`config.mk`:
```
export PLATFORM = sky130hd
export DESIGN_NAME = amux_scan_seq
export DESIGN_NICKNAME = d
export VERILOG_FILES = /design/src/rtl/amux_scan_pkg.sv /design/src/rtl/amux_scan_nextch.sv /design/src/rtl/amux_scan_seq.sv
export SDC_FILE = /design/constraint.sdc
export NUM_CORES = 1
export LEC_CHECK = 0
export CAP_MARGIN = 40
export CORE_UTILIZATION = 49
export DETAILED_ROUTE_END_ITERATION = 7
export PLACE_DENSITY = 0.76
export SKIP_LAST_GASP = 1
export SYNTH_ARGS = -nofsm -noshare
export SYNTH_HDL_FRONTEND = slang
export SYNTH_SLANG_ARGS = --single-unit
```
`constraint.sdc`:
```
create_clock -name clk -period 2 [get_ports clk]
set_clock_uncertainty 0.05 [all_clocks]
set_input_delay 0.4 -clock clk [delete_from_list [all_inputs] [get_ports clk]]
set_output_delay 0.4 -clock clk [all_outputs]
set_load 0.02 [all_outputs]
```
`src/rtl/amux_scan_pkg.sv`:
```
// Shared types and constants for the analog-mux scan sequencer.
package amux_scan_pkg;

    localparam int CH_NUM = 4;
    localparam int SEL_W  = 2;

    typedef enum logic [2:0] {
        StIdle,
        StSettle,
        StConvert,
        StWait,
        StNext
    } scan_state_e;

    // Index of the lowest set bit of a channel mask (0 for an empty mask).
    function automatic logic [SEL_W-1:0] lowest_ch(input logic [CH_NUM-1:0] mask);
        lowest_ch = '0;
        for (int i = CH_NUM - 1; i >= 0; i--) begin
            if (mask[i]) lowest_ch = SEL_W'(i);
        end
    endfunction

endpackage

```
`src/rtl/amux_scan_nextch.sv`:
```
// Priority search: next set bit of the mask strictly above the current index.
module amux_scan_nextch
    import amux_scan_pkg::*;
(
    input  logic [CH_NUM-1:0] mask,
    input  logic [SEL_W-1:0]  cur,
    output logic [SEL_W-1:0]  next_ch,
    output logic              found
);

    // Scan downwards so the lowest qualifying bit is the one left standing.
    always_comb begin
        next_ch = cur;
        found   = 1'b0;
        for (int i = CH_NUM - 1; i >= 0; i--) begin
            if (mask[i] && (i > int'(cur))) begin
                next_ch = SEL_W'(i);
                found   = 1'b1;
            end
        end
    end

endmodule

```
`src/rtl/amux_scan_seq.sv`:
```
// Analog-mux scan sequencer: walks the masked channels, settles the mux,
// kicks the ADC, stores each result and flags per-channel timeouts.
// Optional feature: define AMUX_SCAN_IRQ_EN to add the irq / irq_clr ports.
module amux_scan_seq
    import amux_scan_pkg::*;
#(
    parameter int SETTLE_CYCLES  = 8,
    parameter int ADC_W          = 10,
    parameter int TIMEOUT_CYCLES = 255
) (
    input  logic               clk,
    input  logic               reset,
    input  logic               enable,
    input  logic               start,
    input  logic               continuous,
    input  logic [CH_NUM-1:0]  ch_mask,
    output logic [SEL_W-1:0]   sel,
    output logic               adc_start,
    input  logic               adc_done,
    input  logic [ADC_W-1:0]   adc_data,
    input  logic [SEL_W-1:0]   rd_ch,
    output logic [ADC_W-1:0]   rd_data,
    output logic [CH_NUM-1:0]  valid,
    output logic [CH_NUM-1:0]  timeout_err,
    output logic               busy,
    output logic               round_done
`ifdef AMUX_SCAN_IRQ_EN
    ,
    input  logic               irq_clr,
    output logic               irq
`endif
);

    localparam int CNT_MAX = (SETTLE_CYCLES > TIMEOUT_CYCLES) ? SETTLE_CYCLES : TIMEOUT_CYCLES;
    localparam int CNT_W   = $clog2(CNT_MAX + 1);
    localparam logic [CNT_W-1:0] SETTLE_LAST  = CNT_W'(SETTLE_CYCLES - 1);
    localparam logic [CNT_W-1:0] TIMEOUT_LAST = CNT_W'(TIMEOUT_CYCLES - 1);

    scan_state_e        state_q, state_d;
    logic [CNT_W-1:0]   cnt_q, cnt_d;
    logic [CH_NUM-1:0]  mask_q, mask_d;
    logic [SEL_W-1:0]   sel_q, sel_d;
    logic [ADC_W-1:0]   result_q [CH_NUM];
    logic               wr_en, to_set;
    logic [SEL_W-1:0]   nxt_ch;
    logic               nxt_found;

    amux_scan_nextch u_nextch (
        .mask    (mask_q),
        .cur     (sel_q),
        .next_ch (nxt_ch),
        .found   (nxt_found)
    );

    // Moore outputs decoded from the current state.
    assign sel        = sel_q;
    assign busy       = (state_q != StIdle);
    assign adc_start  = (state_q == StConvert);
    assign round_done = (state_q == StNext) && !nxt_found;
    assign rd_data    = result_q[rd_ch];

    // Next-state logic; a dropped enable overrides every non-idle transition.
    always_comb begin
        state_d = state_q;
        cnt_d   = cnt_q;
        mask_d  = mask_q;
        sel_d   = sel_q;
        wr_en   = 1'b0;
        to_set  = 1'b0;
        if ((state_q != StIdle) && !enable) begin
            state_d = StIdle;
            cnt_d   = '0;
        end else begin
            unique case (state_q)
                StIdle: begin
                    if (start && enable && (ch_mask != '0)) begin
                        state_d = StSettle;
                        mask_d  = ch_mask;
                        sel_d   = lowest_ch(ch_mask);
                        cnt_d   = '0;
                    end
                end
                StSettle: begin
                    if (cnt_q == SETTLE_LAST) begin
                        state_d = StConvert;
                        cnt_d   = '0;
                    end else begin
                        cnt_d = cnt_q + CNT_W'(1);
                    end
                end
                StConvert: begin
                    state_d = StWait;
                    cnt_d   = '0;
                end
                StWait: begin
                    if (adc_done) begin
                        wr_en   = 1'b1;
                        state_d = StNext;
                    end else if (cnt_q == TIMEOUT_LAST) begin
                        to_set  = 1'b1;
                        state_d = StNext;
                    end else begin
                        cnt_d = cnt_q + CNT_W'(1);
                    end
                end
                StNext: begin
                    cnt_d = '0;
                    if (nxt_found) begin
                        sel_d   = nxt_ch;
                        state_d = StSettle;
                    end else if (continuous && (ch_mask != '0)) begin
                        mask_d  = ch_mask;
                        sel_d   = lowest_ch(ch_mask);
                        state_d = StSettle;
                    end else begin
                        state_d = StIdle;
                    end
                end
                default: state_d = StIdle;
            endcase
        end
    end

    // Sequencer state, counter, latched mask and mux select.
    always_ff @(posedge clk or posedge reset) begin
        if (reset) begin
            state_q <= StIdle;
            cnt_q   <= '0;
            mask_q  <= '0;
            sel_q   <= '0;
        end else begin
            state_q <= state_d;
            cnt_q   <= cnt_d;
            mask_q  <= mask_d;
            sel_q   <= sel_d;
        end
    end

    // Result store with per-channel valid and sticky timeout flags.
    always_ff @(posedge clk or posedge reset) begin
        if (reset) begin
            for (int i = 0; i < CH_NUM; i++) result_q[i] <= '0;
            valid       <= '0;
            timeout_err <= '0;
        end else if (wr_en) begin
            result_q[sel_q]    <= adc_data;
            valid[sel_q]       <= 1'b1;
            timeout_err[sel_q] <= 1'b0;
        end else if (to_set) begin
            timeout_err[sel_q] <= 1'b1;
        end
    end

`ifdef AMUX_SCAN_IRQ_EN
    logic irq_q;
    logic irq_set;

    assign irq_set = round_done || (to_set && !timeout_err[sel_q]);
    assign irq     = irq_q;

    // Interrupt latch; a new event beats a simultaneous clear.
    always_ff @(posedge clk or posedge reset) begin
        if (reset) begin
            irq_q <= 1'b0;
        end else if (irq_set) begin
            irq_q <= 1'b1;
        end else if (irq_clr) begin
            irq_q <= 1'b0;
        end
    end
`endif

endmodule

```
Word level (Yosys, flattened, before mapping)

Cells that the tools add are included.

Add/subtract/negate cells: 1
Magnitude comparators: 8
Eq/ne operators: 16
Muxes and demuxes: 49
Bitwise logic cells: 7
Reductions and logical operators: 23

Operator list:

| operator                                                         | count |
|---|---|
| 40-bit bitwise mux                                               | 1 |
| 8-bit two-way mux                                                | 5 |
| 8-bit case mux with 4 select lines                               | 1 |
| 10-bit two-way mux                                               | 3 |
| 10-bit binary-select mux with 2-bit select                       | 1 |
| 10-bit demux with 2-bit select                                   | 1 |
| 2-bit two-way mux                                                | 10 |
| 4-bit two-way mux                                                | 5 |
| 3-bit two-way mux                                                | 5 |
| 3-bit case mux with 5 select lines                               | 1 |
| 1-bit two-way mux                                                | 13 |
| 3-bit != test (second input constant)                            | 4 |
| 1-bit logical AND                                                | 10 |
| 5-bit AND reduction                                              | 2 |
| 8-bit by 1-bit adder with 8-bit output (second input constant)   | 1 |
| 8-bit by 3-bit == test with 1-bit output (second input constant) | 1 |
| 8-bit == test (second input constant)                            | 1 |
| 4-bit OR                                                         | 2 |
| 4-bit case mux with 2 select lines                               | 1 |
| 3-bit by 2-bit == test with 1-bit output (second input constant) | 2 |
| 3-bit >= comparator (second input constant)                      | 2 |
| 2-bit NOT with 3-bit output                                      | 2 |
| 5-bit by 2-bit != test with 1-bit output (second input constant) | 1 |
| 5-bit nonzero test                                               | 1 |
| 24 further kinds                                                 | 28 |

Bits in registers: 65
Input bits: 22
Output and inout port bits: 23
Logic and storage cells: 114

Depth between registers and ports, before layout

Gate-level depths: netlist of run 1.

Depth after elaboration: 8
Mapped depth: 8

By module

From an unflattened synthesis of run 1, not the netlist that was laid out.

Cells, all modules: 248
Area total of the unflattened synthesis: 3143.0 um^2

Modules (own cells, without submodules):

| module           | times used | cells each | area each (um^2) | sequential area each (um^2) |
|---|---|---|---|---|
| amux_scan_seq    | 1          | 239        | 3081.7           | 1626.6 |
| amux_scan_nextch | 1          | 9          | 61.3             | 0.0 |

Worst setup path before layout of run 1

No wires, ideal clock.

Path type: register -> register
Start point: reg cnt_q[0]
End point: reg cnt_q[3]
Data arrival time: 1.815 ns
Required time: 1.855 ns
Path slack: 0.040 ns
Stages on the path, launching flop included: 9
Buffers on the path: 1
Period minus slack after synthesis: 1.960 ns
Cells stage by stage: dfrtp_1 -> inv_1 -> ha_1 -> and4_4 -> a2111oi_4 -> a31oi_1 -> or2_1 -> clkbuf_1 -> o31ai_1

Cells in the longest elaborated chain, start to end: 5
Elaborated cells on any way between the ends: 10
Those cells by class: add/sub (1); eq/ne (3); mux (5); reduce/logical (1)

RTL lines:

| what                                   | line                                      | text |
|---|---|---|
| start: declaration                     | amux_scan_seq.sv:40                       | `logic [CNT_W-1:0] cnt_q, cnt_d;` |
| start signal: assignment               | amux_scan_seq.sv:133                      | `cnt_q <= cnt_d;` |
| 8-bit by 1-bit adder with 8-bit output | amux_scan_seq.sv:88, amux_scan_seq.sv:103 |  |
| 8-bit two-way mux                      | amux_scan_seq.sv:99                       | `end else if (cnt_q == TIMEOUT_LAST) begin` |
| 8-bit two-way mux                      | amux_scan_seq.sv:96                       | `if (adc_done) begin` |
| 8-bit case mux with 4 select lines     | amux_scan_seq.sv:74                       | `unique case (state_q)` |
| 8-bit two-way mux                      | amux_scan_seq.sv:70                       | `if ((state_q != StIdle) && !enable) begin` |

Parallel ways exist; a longest one is shown, timed or not. The select of a mux whose other input is x is not followed.
A chain may end at the register's enable or synchronous reset.

Final worst setup path of run 1

Same ends and word-level chain as after synthesis.

==> results, run 1 <==
- The number of hold violations in the final report came to 0.
- The library cell used as clock root buffer is sky130_fd_sc_hd__clkbuf_8.
- The number of hold buffers added after CTS was 0.
- The clock tree from TritonCTS is built.
- Derived from the worst setup path, the maximum achievable clock frequency is just over 500 MHz.
- STA puts the critical path data arrival time at 2.16 ns.
- After synthesis, the mean cell area works out to 12.5 µm².
- After Yosys synthesis, full adders, half adders and majority gates account for less than 1% of the synthesized area.
- The horizontal extent of the die is a little over 80 µm.
- Row generation in the floorplan step produced 28 rows.
- The worst hold path belongs to the class in2async.
- sky130_fd_sc_hd__dfrtp_1 takes more of the synthesized area than any other cell.
- The total clock buffers created by CTS is 9.
- In the routed design, unresolved DRC markers number 0.
- The cell area that synthesis handed to floorplanning was 3100 µm².
- The internal cell power is between 2000 and 3000 µW.
- The area share of the largest cell type after synthesis is 51.7%.
- The fraction of layout instances using a drive strength above 1 is 33.3%.
- The tool flagged a number of max-cap violations equal to 0.
- The transition time at the pin with the least slew margin is 0.467 ns.
- The count of input and output buffers is 44.
- The number of slew-limit violations in the final report was 0.
- In this run the count of I/O pins placed on the die edge is between 40 and 50.
- Combinational cells account for 29.2% of the total power.
- The worst setup path is launched from a register.
- Excluding fillers, the count of instances in the completed layout stands at 408.
- The initial antenna violation count is 0.
- The run finished with clean final reports.
- The time the final worst path needs with I/O delays and setup is 1.97 ns.
- In this run, flip-flops and latches consume 41.4% of the power.
- The analysis attributes to cell leakage a power of slightly above 0.002 µW.
- Counting both buffers and inverters, the worst setup path holds a total of 3.
- For this design, the slowest cell found on the critical path is sky130_fd_sc_hd__dfrtp_1.
- The gate family responsible for the most delay along the worst path is compound AO/OA/AOI/OAI gates.
- The detail route stage leaves a number of antenna-violating nets equal to 0.
- For the worst-skew pair, the clock arrives at the later sink with an insertion delay of 0.32 ns.
- STA puts the critical path data required time at between 2 and 2.5 ns.
- The largest net degree at the start of global routing is 28.
- The area growth from synthesis to layout is 33.8%.
- The area inside the core boundary is approximately 6000 µm².
- The area of the die is 6650 µm².
- By area the synthesized netlist is led by sky130_fd_sc_hd__dfrtp_1 52%, sky130_fd_sc_hd__mux2_1 9.4%, sky130_fd_sc_hd__mux4_2 7.3%, sky130_fd_sc_hd__mux2_2 6.9%, sky130_fd_sc_hd__a21oi_1 2.3%.
- The placed cell count is just under 400.
- The synthesized netlist devotes 10.2% of its cell area to compound gates.
- The final layout contains 353 nets.
- The starting DRC count in detailed routing is 78.
- The final worst hold slack is 0.395 ns.
- The routed via count is between 2,000 and 2,500.
- The total global-route track usage is 22.0%.
- Setup repair after global routing could not meet its margin everywhere.
- Dividing total power by cell area gives a power density of 994 nW/µm².
- The maximum root-to-sink buffer count is 2.
- Clock-pin slew was measured on the worst setup and hold paths at approximately 0.070 ns.
- The clock sink total is 64.
- The number of flops mapped to enable cells by yosys is 0.
- The via count of the first global-routing pass is between 2,000 and 2,500.
- Of the synthesized area, sequential elements account for ~52%.
- In this run, the clock network consumes 29.4% of the power.
- The worst setup path is captured at a register.
- The critical path goes through buf_4 > ha_1 > nor4b_2 > buf_4 > a311o_1 > buf_4 > nor2b_1 > o21ai_0 > o31ai_2.
- The H-tree level count is 3.
- The count of warnings emitted by yosys is 0.
- The switching power total is approximately 1200 µW.
- The initial standard-cell utilization of the core is 51.5%.
- The main flop type after synthesis is sky130_fd_sc_hd__dfrtp_1.
- The peak ir drop on the vdd network is 0.628 mV.
- The filler cells instantiated in the layout total roughly 440.
- After synthesis, the largest family of logic cells by area is multiplexers.
- The proportion of synthesized flip-flops having asynchronous set or reset is 100%.
- Of the total synthesized cell area, the portion taken by AND, OR, NAND and NOR gates is between 10% and 20%.
- The final-layout setup total negative slack is 0 ns.
- The ratio of routed vias to standard cells is 5.65.
- The critical path class is reg2reg.
- The pre-antenna-repair detailed-routing pass consisted of 4 iterations.
- The most repeated library cell on the critical path is sky130_fd_sc_hd__buf_4.
- The height of the die is 81.5 µm.
- The maximum fanout encountered on the critical timing path is 3.
- After detailed routing, the total wire length is 6730 µm.
- The headroom to the max-slew limit is between 60% and 70%.
- The number of distinct library cell variants in the gate-level netlist after synthesis is 46.
- Dividing the detail-routed wire length by the instance count gives 16.5 µm.
- Net switching is 28.5% of the power.
- Synthesis produced a netlist with a net count of approximately 270.
- In the synthesized netlist, the number of instances is approximately 250.
- Of the available clock period, the critical path in the final layout requires between 90% and 100%.
- For this run, the slowest stage of the critical path takes 0.40 ns.
- The repair_antennas step left the layout with diodes totalling 0.
- The portion of synthesized area spent on multiplexers is 23.6%.
- The setup-violating endpoint count in the final report is 0.
- The HPWL after detailed placement is 4700 µm.
- In this run, synthesis produced a sequential element count of 64.
- The area share of xor/xnor cells in the synthesized design is 0%.
- Routability-driven placement finished with a final weighted congestion of 0.844.
- The first global-routing pass estimated 10,800 µm of wire.
- Global routing finished with a remaining overflow of 0.
-- final cells by class --
| cell class | instances | area (µm²) | share of cell area (%) |
|---|---|---|---|
| clock inverter | 3 | 65.1 | 1.57 |
| inverter | 8 | 33.8 | 0.814 |
| sequential | 64 | 1600 | 38.6 |
| timing repair buffer | 81 | 717 | 17.3 |
| tap | 75 | 93.8 | 2.26 |
| clock buffer | 12 | 155 | 3.74 |
| multi-input combinational | 165 | 1480 | 35.7 |
-- metrics by stage --
step / area (µm²) / power [µW] / setup slack (ns) / utilization [%]
floorplan: 3100 / 2370 / 0.0396 / -
global placement: 3890 / 2870 / -0.579 / 64.5
detailed placement: 3890 / 2910 / -0.606 / 64.5
CTS: 4080 / 4100 / 0.00611 / 67.8
global route: 4150 / 4350 / -0.110 / 68.9
finish: 4150 / 4130 / 0.0298 / 68.9
-- cell usage after synthesis (2+ instances only) --
cell,n
sky130_fd_sc_hd__a21oi_1,14
sky130_fd_sc_hd__a31oi_1,3
sky130_fd_sc_hd__and3_1,4
sky130_fd_sc_hd__buf_2,6
sky130_fd_sc_hd__clkbuf_1,4
sky130_fd_sc_hd__dfrtp_1,64
sky130_fd_sc_hd__ha_1,2
sky130_fd_sc_hd__inv_1,8
sky130_fd_sc_hd__mux2_1,26
sky130_fd_sc_hd__mux2_2,19
sky130_fd_sc_hd__mux4_2,10
sky130_fd_sc_hd__nand2_1,15
sky130_fd_sc_hd__nand2b_1,5
sky130_fd_sc_hd__nand3_1,6
sky130_fd_sc_hd__nand4_1,2
sky130_fd_sc_hd__nor2_1,7
sky130_fd_sc_hd__nor2b_1,7
sky130_fd_sc_hd__nor3_1,3
sky130_fd_sc_hd__nor4b_1,2
sky130_fd_sc_hd__o21ai_0,7
sky130_fd_sc_hd__o21ai_1,2
sky130_fd_sc_hd__o21bai_1,3
sky130_fd_sc_hd__o31ai_1,6
-- power by group through the flow --
stage | logic [µW] | registers (µW) | clock network [µW]
after floorplan | 645 | 1730 | 0
after global placement | 1160 | 1710 | 0
after detailed placement | 1190 | 1730 | 0
after CTS | 1160 | 1710 | 1240
after global routing | 1310 | 1740 | 1300
final | 1200 | 1710 | 1210
-- sequential cells by signal (all words and copies together) (netlist names), named ones only --
register,cells
cnt_q,8
valid,4
sel,2
mask_q,3
result_q,40
state_q,3
-- routing by layer --
layer / GRT usage [%] / vias to the layer above / part of all wire (%)
li1: - / 1089 / -
met1: 29.0 / 1162 / 45
met2: 34.4 / 47 / 50
met3: 6.00 / 6 / 4.0
met4: 8.75 / 0 / 1.2
met5: 0 / - / 0
-- worst register-to-register path, cell delays in order, from the launching register on --
cell	delay (ns)
sky130_fd_sc_hd__dfrtp_1	0.40
sky130_fd_sc_hd__buf_4	0.15
sky130_fd_sc_hd__ha_1	0.21
sky130_fd_sc_hd__nor4b_2	0.17
sky130_fd_sc_hd__buf_4	0.15
sky130_fd_sc_hd__a311o_1	0.29
sky130_fd_sc_hd__buf_4	0.16
sky130_fd_sc_hd__nor2b_1	0.11
sky130_fd_sc_hd__o21ai_0	0.11
sky130_fd_sc_hd__o31ai_2	0.08
-- placed cells by master, fill, tap and decap left out, types with 5 or more instances in the layout --
cell type,synthesis,routed
sky130_fd_sc_hd__dfrtp_1,64,64
sky130_fd_sc_hd__buf_4,0,31
sky130_fd_sc_hd__clkdlybuf4s50_1,0,27
sky130_fd_sc_hd__mux2_1,26,25
sky130_fd_sc_hd__mux2_2,19,19
sky130_fd_sc_hd__nand2_1,15,15
sky130_fd_sc_hd__a21oi_1,14,14
sky130_fd_sc_hd__clkbuf_8,0,11
sky130_fd_sc_hd__buf_2,6,11
sky130_fd_sc_hd__mux4_2,10,10
sky130_fd_sc_hd__inv_1,8,7
sky130_fd_sc_hd__nor2b_1,7,7
sky130_fd_sc_hd__nor2_1,7,6
sky130_fd_sc_hd__nand3_1,6,6
sky130_fd_sc_hd__o21ai_0,7,6
sky130_fd_sc_hd__nand2b_1,5,5
-- cells by family (layout without fill, tap and decap cells) --
family	count (synthesis)	in the layout
AO/OA/AOI/OAI	46	46
buffers and inverters	19	104
AND/OR/NAND/NOR	62	62
flip-flops	64	64
adder cells (fa/ha/maj)	2	2
multiplexers	55	55
-- repair_timing --
item | in CTS | in global routing
pin swaps | 3 | 6
setup endpoints to repair | 21 | 10
resized for setup | 56 | 12
buffers inserted | 0 | 4
-- final timing paths --
check,start,endpoint,slack [ns],cells past startpoint
worst max-delay path,cnt_q[0],cnt_q[3],0.03,9
worst min-delay path,reset,result_q[30],0.40,2
worst max register to register,cnt_q[0],cnt_q[3],0.03,9
worst min register to register,valid[2],valid[2],0.41,1
max in group asynchronous,reset,result_q[32],1.03,3
min in group clk,ch_mask[1],mask_q[1],0.41,3
Note: power is estimated with default switching activity, not from simulation.
==> inputs of run 2 (changes only) <==
--- a/config.mk
+++ b/config.mk
@@ -8,7 +8,7 @@
 export CAP_MARGIN = 40
 export CORE_UTILIZATION = 49
 export DETAILED_ROUTE_END_ITERATION = 7
-export PLACE_DENSITY = 0.76
+export PLACE_DENSITY = 0.74
 export SKIP_LAST_GASP = 1
 export SYNTH_ARGS = -nofsm -noshare
 export SYNTH_HDL_FRONTEND = slang
==> run 2 against run 1 <==
Effect of this change: cell area increased by 0.81%; hold slack got worse by 0.0041 ns; non-clock buffer count down 2; final cell count down 0.49%; highest routed layer unchanged; largest power group unchanged; sequential power is essentially flat.
==> results, run 2 (synthesized netlist as in run 1, its figures left out) <==
- The number of cell instances on the worst register-to-register path is 7 (-2).
- The total area of sequential cells was 1600 µm² (about the same).
- The data arrival time at the worst-slack endpoint is 1.49 ns (-0.67 ns).
- The fraction of layout instances using a drive strength above 1 is 32.9% (-0.40 points).
- The critical path class is in2out.
- The fill cell instance count of the final layout is 422 (-3.4%).
- Setup repair after global routing could not meet its margin everywhere.
- The worst flop-to-flop path startpoint is cnt_q[0].
- The category of the worst setup path capture point is an output port.
- The post-detailed-routing wire length is 6530 µm (-2.9%).
- The number of slew-limit violations in the final report came to 0 (unchanged).
- The initial standard-cell utilization of the core is 51.5% (unchanged).
- Leaving out fill and tap cells, the most frequent cells in the layout are 63 x sky130_fd_sc_hd__dfrtp_1, 26 x sky130_fd_sc_hd__clkdlybuf4s50_1, 26 x sky130_fd_sc_hd__buf_4.
- The flip-flop count of the largest register, all copies and words added is 40 (unchanged).
- The share of the clock period used by the worst path after layout came to 97.0% (-1.5 points).
- The total congestion overflow is 0 (unchanged).
- The kind of launch point of the worst setup path is an input port.
- The number of hold violations in the final report is 0 (unchanged).
- The clock tree from TritonCTS is built.
- The initial antenna violation count came to 0 (unchanged).
- The time the final worst path needs with I/O delays and setup is 1.94 ns (-0.0306 ns).
- The count of input and output buffers was 44 (unchanged).
- The cell row count is 28 (unchanged).
- The register-to-register setup slack is 0.10 ns (+0.07 ns).
- The placement-stage cell area is 3890 µm² (+0.13%).
- The run finished with clean final reports.
- The starting DRC count in detailed routing is 89 (+14%).
- The total clock buffers created by CTS came to 9 (unchanged).
- The area inside the core boundary is 6030 µm² (unchanged).
- The clock latency of the later-clocked register in the worst-skew pair was 0.33 ns (about the same).
- The overall power of the completed layout is 4170 µW (+1.1%).
- The most critical setup path has its startpoint at rd_ch[0].
- The largest registers in the layout are result_q (40), cnt_q (8), valid (4).
- The number of antenna diodes is 0 (unchanged).
- The worst register-to-register path ends at cnt_q[4].
- The maximum root-to-sink buffer count is 2 (unchanged).
- The count of hold-fix buffers inserted at cts is 0 (unchanged).
- The largest net degree at the start of global routing is 28 (unchanged).
- The global routing met3 resource utilization is 6.22% (+0.22 points).
- The met2 routing resource usage after global routing is 34.2% (-0.25 points).
- The antenna violation net count after detailed routing is 0 (unchanged).
- In this run the most used layer during global routing was met2.
- The top-level I/O count is 45 (unchanged).
- The path category of the worst min-delay check is in2async.
- The routed via count is 2,270 (-1.5%).
- The via count of the first global-routing pass was 2,232 (-3.9%).
- The number of iterations in the first detailed-routing pass is 4 (unchanged).
- The routability congestion estimate is 0.809 (-4.2%).
- The horizontal extent of the die is 81.5 µm (unchanged).
- The register with the most flip-flops in the final layout is result_q.
- The max capacitance violation total is 0 (unchanged).
- The routed length per instance came to 16.1 µm (-2.4%).
- The ratio of routed vias to standard cells is 5.59 (-0.99%).
- The met1 routing resource usage after global routing was 28.0% (-1.0 points).
- The clock-pin slew reported for the worst setup and hold paths after clock tree synthesis was 0.07 ns (about the same).
- The library cell used as clock root buffer is sky130_fd_sc_hd__clkbuf_8.
- The power per cell area is 997 nW/µm² (+0.30%).
- The transition time at the pin with the least slew margin was 0.484 ns (+0.0172 ns).
- The peak ir drop on the vdd network is 0.731 mV (+16%).
- The maximum fanout encountered on the critical timing path is 6 (+3).
- The headroom to the max-slew limit is 67.7% (-1.1 points).
- The finished layout cell area is 4180 µm² (+0.81%).
- The area of the die is 6650 µm² (unchanged).
- The number of nets at the end of the flow is 351 (-0.57%).
- The timing-limited maximum frequency came to 516 MHz (+1.6%).
- The H-tree level count is 3 (unchanged).
- The count of unresolved DRC violations after routing came to 0 (unchanged).
- The setup-violating endpoint count in the final report came to 0 (unchanged).
- Leaving out fill and tap cells, the most frequent cell in the layout is sky130_fd_sc_hd__dfrtp_1.
- The clock sink total is 64 (unchanged).
- The worst path required time is 1.55 ns (-0.64 ns).
- The wire length of the first global-routing pass is 10,400 µm (-4.0%).
- The area of the multi-input gates is 1480 µm² (about the same).
- The leakage power was 0.00204 µW (+1.3%).
- The area added between synthesis and finish is 34.9%.
- The HPWL after detailed placement is 4670 µm (-0.64%).
- The total global-route track usage is 21.3% (-0.72 points).
- The height of the die is 81.5 µm (unchanged).
-- run 2: changes by cell type in the layout (fill, tap and decap cells not counted), sizes merged --
cell	change
clkinv	-1
dlymetal6s2s	+2
buf	-2
clkdlybuf4s50	-1
-- run 2: routing by layer --
layer	wire (µm)	up-vias	part of all wire (%)
li1	-	1083	-
met2	3230	47	49
met1	2960	1130	45
met5	0	-	0
met3	257	10	3.9
met4	86	0	1.3
-- run 2: stage by stage --
step                hold slack (ns)  worst slack, ns  utilization, %  instances  setup TNS (ns)
floorplan                     0.409           0.0396               -        248               0
global placement              0.400           -0.564            64.6        388          -12.82
detailed placement            0.402           -0.579            64.6        388          -14.93
CTS                           0.395          0.00887            68.2        403               0
global route                  0.404         0.000616            69.4        406               0
finish                        0.391           0.0604            69.4        406               0
-- run 2: layout make-up --
class | instances | share of cell area, %
Clock inverter | 2 | 1.44
Timing Repair Buffer | 79 | 17.5
Multi-Input combinational cell | 165 | 35.4
Tap cell | 75 | 2.24
Inverter | 8 | 0.808
Sequential cell | 64 | 38.3
Clock buffer | 13 | 4.28
-- run 2: worst max-delay path by stage --
stage                  to  cells after the start
6_report       rd_data[7]                      4
2_1_floorplan    cnt_q[3]                      8
4_1_cts         mask_q[2]                      6
5_1_grt              busy                      3
3_5_place_dp   rd_data[7]                      4
3_3_place_gp   rd_data[7]                      4
-- run 2: report_power, final --
| group | total (µW) | internal [µW] | switching [µW] | leakage, µW |
|---|---|---|---|---|
| clock network | 1290 | 832 | 462 | 0.000122 |
| registers | 1700 | 1550 | 155 | 0.000871 |
| logic | 1180 | 624 | 554 | 0.00105 |
| total | 4170 | 3000 | 1170 | 0.00204 |
-- run 2: timing repair --
item	CTS	global route
pin swaps	2	6
resized for setup	55	14
setup endpoints to repair	20	40
setup buffers	0	3
-- run 2: critical path: stages --
cell and delay, ns:
sky130_fd_sc_hd__dlygate4sd2_1 0.25, sky130_fd_sc_hd__buf_6 0.16, sky130_fd_sc_hd__mux4_2 0.50, sky130_fd_sc_hd__buf_2 0.17
